===== config.mk =====
export PLATFORM = sky130hd
export DESIGN_NAME = dma_bus_arbiter
export DESIGN_NICKNAME = d
export VERILOG_FILES = /design/src/rtl/dma_bus_arbiter.sv
export SDC_FILE = /design/constraint.sdc
export NUM_CORES = 1
export LEC_CHECK = 0
export CAP_MARGIN = 40
export CORE_MARGIN = 5
export CORE_UTILIZATION = 40
export CTS_CLUSTER_DIAMETER = 30
export DETAILED_ROUTE_END_ITERATION = 16
export GPL_TIMING_DRIVEN = 0
export SLEW_MARGIN = 40
export SYNTH_ARGS = -nofsm -noshare
export SYNTH_HDL_FRONTEND = slang
export SYNTH_SLANG_ARGS = --single-unit

===== constraint.sdc =====
create_clock -name clock -period 1.78 [get_ports clock]
set_input_delay 0.356 -clock clock [delete_from_list [all_inputs] [get_ports clock]]
set_output_delay 0.356 -clock clock [all_outputs]
set_load 0.02 [all_outputs]

===== src/rtl/dma_bus_arbiter.sv =====
// Shared system bus arbiter between the processor and the DMA engine.
// Inserts a dead cycle on every ownership change, tracks the DMA word count,
// and parks long DMA bursts so a waiting processor gets a guaranteed slot.
module dma_bus_arbiter #(
  parameter int unsigned CNTW      = 6,
  parameter int unsigned PWAIT_MAX = 8,
  parameter int unsigned PSLOT     = 4
) (
  input  logic            clock,
  input  logic            resetn,
  input  logic            preq,
  input  logic            dreq,
  input  logic [CNTW-1:0] dcount,
  input  logic            dbeat,
  output logic            busybus,
  output logic            grant,
  output logic            pgrant,
  output logic [CNTW:0]   remaining,
  output logic            done,
  output logic            suspended
);

  typedef enum logic [1:0] {PROC, P2D, DMA, D2P} state_t;

  localparam logic [7:0] PWAIT_LIM = 8'(PWAIT_MAX);
  localparam logic [7:0] PSLOT_LIM = 8'(PSLOT);

  state_t        state, state_nxt;
  logic [7:0]    slot_cnt, slot_nxt;
  logic [7:0]    pwait, pwait_nxt, pwait_now;
  logic [CNTW:0] rem_nxt, load_val;
  logic          susp_nxt, done_nxt;

  // Transfer length as loaded on a fresh start; zero encodes 2^CNTW words.
  always_comb begin
    load_val = {1'b0, dcount};
    if (dcount == '0) load_val = {1'b1, {CNTW{1'b0}}};
  end

  // Processor wait count including the current DMA cycle, saturating at the limit,
  // so the PWAIT_MAX-th waiting cycle can already preempt at its beat.
  always_comb begin
    pwait_now = pwait;
    if (preq && (pwait < PWAIT_LIM)) pwait_now = pwait + 8'd1;
  end

  // Next-state, counter and flag logic.
  always_comb begin
    state_nxt = state;
    slot_nxt  = slot_cnt;
    pwait_nxt = '0;
    rem_nxt   = remaining;
    susp_nxt  = suspended;
    done_nxt  = 1'b0;
    case (state)
      PROC: begin
        if (slot_cnt != 8'hFF) slot_nxt = slot_cnt + 8'd1;
        if (suspended) begin
          if (!dreq) begin
            susp_nxt = 1'b0;
            rem_nxt  = '0;
          end else if ((slot_cnt >= PSLOT_LIM) || !preq) begin
            state_nxt = P2D;
            susp_nxt  = 1'b0;
          end
        end else if (dreq && !preq) begin
          state_nxt = P2D;
          rem_nxt   = load_val;
        end
      end
      P2D: state_nxt = DMA;
      DMA: begin
        pwait_nxt = pwait_now;
        if (!dreq) begin
          state_nxt = D2P;
          rem_nxt   = '0;
          susp_nxt  = 1'b0;
        end else if (dbeat) begin
          if (remaining <= 1) begin
            state_nxt = D2P;
            rem_nxt   = '0;
            done_nxt  = 1'b1;
          end else begin
            rem_nxt = remaining - 1'b1;
            if (pwait_now >= PWAIT_LIM) begin
              state_nxt = D2P;
              susp_nxt  = 1'b1;
            end
          end
        end
        if (state_nxt != DMA) pwait_nxt = '0;
      end
      D2P: begin
        state_nxt = PROC;
        slot_nxt  = '0;
      end
      default: state_nxt = PROC;
    endcase
  end

  // State, counters and registered outputs; outputs follow the next state so
  // busybus flips at the start of each dead cycle.
  always_ff @(posedge clock or negedge resetn) begin
    if (!resetn) begin
      state     <= PROC;
      slot_cnt  <= '0;
      pwait     <= '0;
      remaining <= '0;
      suspended <= 1'b0;
      done      <= 1'b0;
      busybus   <= 1'b0;
      grant     <= 1'b0;
      pgrant    <= 1'b1;
    end else begin
      state     <= state_nxt;
      slot_cnt  <= slot_nxt;
      pwait     <= pwait_nxt;
      remaining <= rem_nxt;
      suspended <= susp_nxt;
      done      <= done_nxt;
      busybus   <= (state_nxt == P2D) || (state_nxt == DMA);
      grant     <= (state_nxt == DMA);
      pgrant    <= (state_nxt == PROC);
    end
  end

endmodule


==> impl_metrics.py, run 1 <==
metrics = {
    "timing": {
        "fin_ws_ps": -175.6,
        "fin_crit_sh_pct": 109.9,
        "tightest_slew_ps": 694.5,
        "period_minus_slack_ps": 1956,
        "rsz0062_at_grt": "yes",
        "tns_ps": -1204,
        "finalClockSkew_ps": 6.515,
        "max_freq_mhz": 511.4,
        "slew_violations": 0,
        "setup_viol": 11,
        "slew_headroom_pct": 53.70,
        "hold_viol": 0,
    },
    "synthesis": {
        "synth_edf_count": 0,
        "ys_warn_count": 0,
        "yosys.cell_types.count": 49,
        "async_flop_share_pct": 100.0,
        "synth_nets": 184,
        "syn_inst": 166,
        "avgSynthCellArea_um2": 9.897,
        "synth-seq-cells": 30,
        "seq_area_frac_synth_pct": 45.77,
        "synth_flop_cell": "dfrtp_1",
        "synth_area_um2": 1643,
    },
    "run_status": {
        "failed_checks": "negative setup slack",
        "status": "finished, violations left",
    },
    "global_routing": {
        "gr-total-overflow": 0,
        "grt_pass1_vias": 1536,
        "grt_pass1_wl_um": 6858,
        "gr-usage-all-layers_pct": 16.29,
        "grt_antenna_before_repair": 0,
        "grt_max_degree": 31,
    },
    "die": {
        "die-area_um2": 5489,
        "fp.coreArea_um2": 4000,
        "floorplan.initialDensity_pct": 41.07,
        "io_pins": 23,
        "row_count": 23,
        "fp.dieH_um": 74.09,
        "die_w_um": 74.09,
    },
    "critical_path": {
        "cp.arrival_ps": 2120,
        "start_kind": "flop",
        "cp.required_ps": 1940,
        "crit_path_end_kind": "flop",
        "path_class": "flop to flop",
        "path_max_fanout": 6,
    },
    "run": {
        "cap_violations": 0,
    },
    "detailed_routing": {
        "num_vias": 1467,
        "drc": 0,
        "first_pass_iters": 4,
        "drt-total-wl_um": 4101,
        "initialDrtViolationCount": 76,
        "antenna_left": 0,
        "vias_per_cell": 5.708,
        "wl_per_cell_um": 15.96,
    },
    "clock_network": {
        "clockBufferDepth": 2,
        "numCtsBuffers": 5,
        "htree_num_levels": 2,
        "clock-sinks": 30,
        "clk_pin_slew_ps": 70,
        "cts_hold_buffers": 0,
        "root_buffer": "clkbuf_8",
        "clock_latency_ps": 280,
        "cts_tree": "built",
    },
    "final_layout": {
        "fin_cells": 257,
        "syn_to_final_growth_pct": 32.98,
        "drive_gt1_share_pct": 20.29,
        "nFillCells": 364,
        "diodes": 0,
        "layout.nets": 224,
        "most-common-layout-cells": "24 x dfrtp_1, 15 x clkdlybuf4s50_1, 12 x inv_1",
        "layout_commonest_cell": "dfrtp_1",
    },
    "power": {
        "ir_worst_vdd_mv": 0.6172,
        "power.density_nw_per_um2": 1558,
        "p_leak_nw": 0.9525,
    },
    "placed_design": {
        "dp_hpwl_um": 2874,
        "gp_congestion": 0.8131,
        "port_buffers": 22,
        "placedCellCount": 238,
    },
    "min_path": {
        "hold_class": "input port to asynchronous set/reset pin",
    },
}
per-layer routing:
layer / vias to the layer above / track usage [%] / wire [µm]
met3: 6 / 4.595 / 197
li1: 707 / - / -
met1: 714 / 19.04 / 1702
met2: 40 / 27.85 / 2144
met4: 0 / 7.042 / 56
met5: - / 0 / 0
metrics by stage:
stage	cell area [µm²]	utilization, %	setup slack (ps)	total power [mW]	hold WS [ps]
floorplan	1653	-	-140.1	2.039	60.41
global placement	1936	48.39	-781.3	2.509	528.6
detailed placement	1931	48.26	-771.8	2.559	438.2
CTS	2096	52.39	-146.2	3.238	130.6
global route	2185	54.61	-239.4	3.641	168.2
finish	2185	54.61	-175.6	3.403	116.0
final timing paths:
kind | from | to | slack, ps | depth (start not counted)
setup / recovery | remaining[3] | remaining[1] | -180 | 6
hold reg to reg | slot_cnt[2] | slot_cnt[2] | 580 | 1
hold / removal | resetn | pwait[5] | 120 | 1
max in group asynchronous | resetn | remaining[3] | 1180 | 1
setup reg to reg | remaining[3] | remaining[1] | -180 | 6
min in group clock | dreq | suspended | 560 | 3
where the power goes:
part | leakage, nW | switching, mW | internal, mW
logic | 0.521 | 1.00 | 0.802
clock network | 0.0450 | 0.261 | 0.270
registers | 0.387 | 0.183 | 0.882
cell families (layout without fill, tap and decap cells):
logic type | Yosys count | count (layout) | share of synthesized area [%]
and+or+nand+nor | 57 | 57 | 20.11
adders and majority gates | 7 | 7 | 5.331
xor gates and xnor gates | 5 | 5 | 2.666
muxes | 1 | 1 | 0.6093
AOI/OAI and AO/OA | 50 | 50 | 21.78
buffers and inverters | 16 | 57 | 3.731
DFF | 30 | 30 | 45.77
what timing repair did:
item	in CTS	in global routing
setup endpoints to repair	16	27
buffers inserted	6	6
gates resized for setup	15	15
pin swaps	9	7
flip-flops by register name (all words and copies together) (netlist names):
name,count
pwait,8
suspended,1
slot_cnt,8
pgrant,1
state,2
grant,1
remaining,7
done,1
busybus,1
worst max-delay path: stages (launching register included):
cell	delay, ps
dfrtp_2	410
or4_4	560
buf_4	170
o31ai_4	300
buf_4	180
a2bb2oi_1	140
a21oi_1	80
cell usage after synthesis (5+ instances only):
library cell | count | area share (%)
nand2_1 | 8 | 1.8
inv_1 | 12 | 2.7
a31oi_1 | 5 | 1.9
nor2_1 | 9 | 2.1
a22o_1 | 5 | 2.7
dfrtp_1 | 29 | 44
a21oi_1 | 5 | 1.5
o21ai_0 | 11 | 3.4
nand3_1 | 6 | 1.8
nor3_1 | 8 | 2.4
ha_1 | 7 | 5.3
layout make-up:
cell class                      count  area [µm²]  share of cell area (%)
Multi-Input combinational cell    120       917.1                   41.98
Sequential cell                    30       758.2                   34.71
Timing Repair Buffer               33       294.0                   13.46
Tap cell                           50       62.56                   2.864
Clock inverter                      2       10.01                  0.4582
Clock buffer                        6       72.57                   3.322
Inverter                           12       45.04                   2.062
Buffer                              4       25.02                   1.145
(Power assumes the default switching activity.)
==> run 2, diff against run 1 <==
- CAP_MARGIN: 40 -> not set
==> results of run 2 <==
Final layout, timing and power as in run 1 (identical DEF).
==> run 3, diff against run 2 <==
- SKIP_CTS_REPAIR_TIMING: not set -> 1
==> run 3 against run 2 <==
The run still ends with negative setup slack left. Global-route usage is 0.87 points lower. Hold slack barely moved. Fmax down 1.7%. Largest power group unchanged. Critical path depth is 2 lower. Critical endpoint is now remaining[4]. Count of clock-buffer cells in the layout unchanged.
==> impl_metrics.py, run 3 (same netlist as run 1, synthesis figures left out) <==
metrics = {
    "clock_network": {
        "cts_tree": "built",
        "clockBufferDepth": 2,
        "clock-sinks": 30,
        "clock_latency_ps": 280,
        "clk_pin_slew_ps": 70,
        "htree_num_levels": 2,
        "numCtsBuffers": 5,
        "root_buffer": "clkbuf_8",
    },
    "critical_path": {
        "path_class": "flop to flop",
        "ff2ff_path_depth": 4,
        "path_max_fanout": 7,
        "start_kind": "flop",
        "cp.buffers_inverters": 0,
        "crit_path_end_kind": "flop",
        "cp.required_ps": 1950,
        "cp.arrival_ps": 2160,
        "crit_path_cell_trace": "or4_4 > o31a_1 > a32o_2 > a22o_1",
        "crit_family": "compound AO/OA/AOI/OAI gates",
        "cpPeakStageDelay_ps": 570,
        "cp.depth": 4,
        "cp_slowest_cell": "or4_4",
    },
    "detailed_routing": {
        "drc": 0,
        "vias_per_cell": 5.770,
        "drt-total-wl_um": 4001,
        "num_vias": 1454,
        "initialDrtViolationCount": 52,
        "antenna_left": 0,
        "first_pass_iters": 4,
        "wl_per_cell_um": 15.88,
    },
    "run_status": {
        "failed_checks": "negative setup slack",
        "status": "finished, violations left",
    },
    "final_layout": {
        "syn_to_final_growth_pct": 32.52,
        "top_regs": "pwait: 8 flops, slot_cnt: 8 flops, remaining: 7 flops",
        "most-common-layout-cells": "25 x dfrtp_1, 17 x clkdlybuf4s50_1, 12 x inv_1",
        "layout_commonest_cell": "dfrtp_1",
        "layout.nets": 219,
        "diodes": 0,
        "nFillCells": 356,
        "final_cell_area_um2": 2177,
        "drive_gt1_share_pct": 18.32,
    },
    "placed_design": {
        "gp_congestion": 0.8131,
        "port_buffers": 22,
        "dp_hpwl_um": 2874,
        "placed_area_um2": 1931,
    },
    "timing": {
        "period_minus_slack_ps": 1990,
        "hold_viol": 0,
        "max_freq_mhz": 502.5,
        "fin_crit_sh_pct": 111.8,
        "hold_slack_ps": 115.8,
        "slew_violations": 0,
        "setup_viol": 11,
        "finalClockSkew_ps": 5.052,
        "fin_ws_ps": -210.2,
        "tightest_slew_ps": 695.8,
        "rsz0062_at_grt": "yes",
        "slew_headroom_pct": 53.61,
    },
    "die": {
        "die-area_um2": 5489,
        "fp.coreArea_um2": 4000,
        "die_w_um": 74.09,
        "floorplan.initialDensity_pct": 41.07,
        "fp.dieH_um": 74.09,
        "io_pins": 23,
        "row_count": 23,
    },
    "min_path": {
        "hold_class": "input port to asynchronous set/reset pin",
    },
    "power": {
        "p_leak_nw": 0.9625,
        "ir_worst_vdd_mv": 0.6304,
        "power.density_nw_per_um2": 1551,
    },
    "global_routing": {
        "grt_max_degree": 31,
        "grt_pass1_wl_um": 6479,
        "gr-usage-all-layers_pct": 15.42,
        "gr-total-overflow": 0,
        "grt_pass1_vias": 1451,
        "grt_antenna_before_repair": 0,
    },
    "run": {
        "cap_violations": 0,
    },
}
==> run 3: cell types whose count changed in the layout (fill, tap and decap cells not counted), moves of 2 or more <==
cell,previous run,this run
o21ai_1,3,1
clkdlybuf4s50_1,15,17
dlygate4sd2_1,5,0
dlymetal6s2s_1,1,4
o21ai_0,8,10
buf_4,11,5
==> run 3: layout make-up <==
type	count	area, µm²	share of cell area, %
plain buffers	4	20.02	0.9195
clock buffers	6	72.57	3.333
clock inverters	2	10.01	0.4598
inverters	12	45.04	2.069
multi-input cells	120	932.1	42.82
flip-flops and latches	30	757.0	34.77
well taps	50	62.56	2.874
repair buffers	28	277.8	12.76
==> run 3: per-stage QoR <==
| stage | power, mW | std cells | TNS [ps] | utilization (%) | worst slack [ps] |
|---|---|---|---|---|---|
| after floorplan | 2.039 | 166 | -771.3 | - | -140.1 |
| after global placement | 2.509 | 238 | -10550 | 48.39 | -781.3 |
| after detailed placement | 2.559 | 238 | -5273 | 48.26 | -771.8 |
| after CTS | 3.098 | 246 | -3080 | 50.33 | -473.4 |
| after global routing | 3.612 | 252 | -1962 | 54.43 | -251.4 |
| final | 3.378 | 252 | -1410 | 54.43 | -210.2 |
==> run 3: path summary, 6_finish.rpt <==
kind                       slack, ps          from            to
max                             -210  remaining[2]  remaining[4]
min                              120        resetn   slot_cnt[4]
max reg2reg                     -210  remaining[2]  remaining[4]
min reg2reg                      560  remaining[5]  remaining[5]
max in group asynchronous       1180        resetn  remaining[0]
min in group clock               450          dreq     suspended
==> run 3: worst register-to-register path: cells and delay by family (launching register included) <==
kind / cells / cell delay (ps)
flip-flops: 1 / 450
AND/OR/NAND/NOR: 1 / 570
AO/OA/AOI/OAI: 3 / 860
==> run 3: where the power goes <==
group,internal [mW],switching [mW],leakage [nW]
clock,0.270,0.263,0.0450
sequential,0.883,0.209,0.389
combinational,0.779,0.973,0.529
total,1.93,1.45,0.963
==> run 3: routing by layer <==
layer | vias up | global-route usage, % | part of all wire [%]
met2 | 29 | 26.38 | 52
met1 | 721 | 18.11 | 42
met4 | 0 | 6.237 | 1.4
met5 | - | 0 | 0
met3 | 6 | 4.459 | 4.6
li1 | 698 | - | -
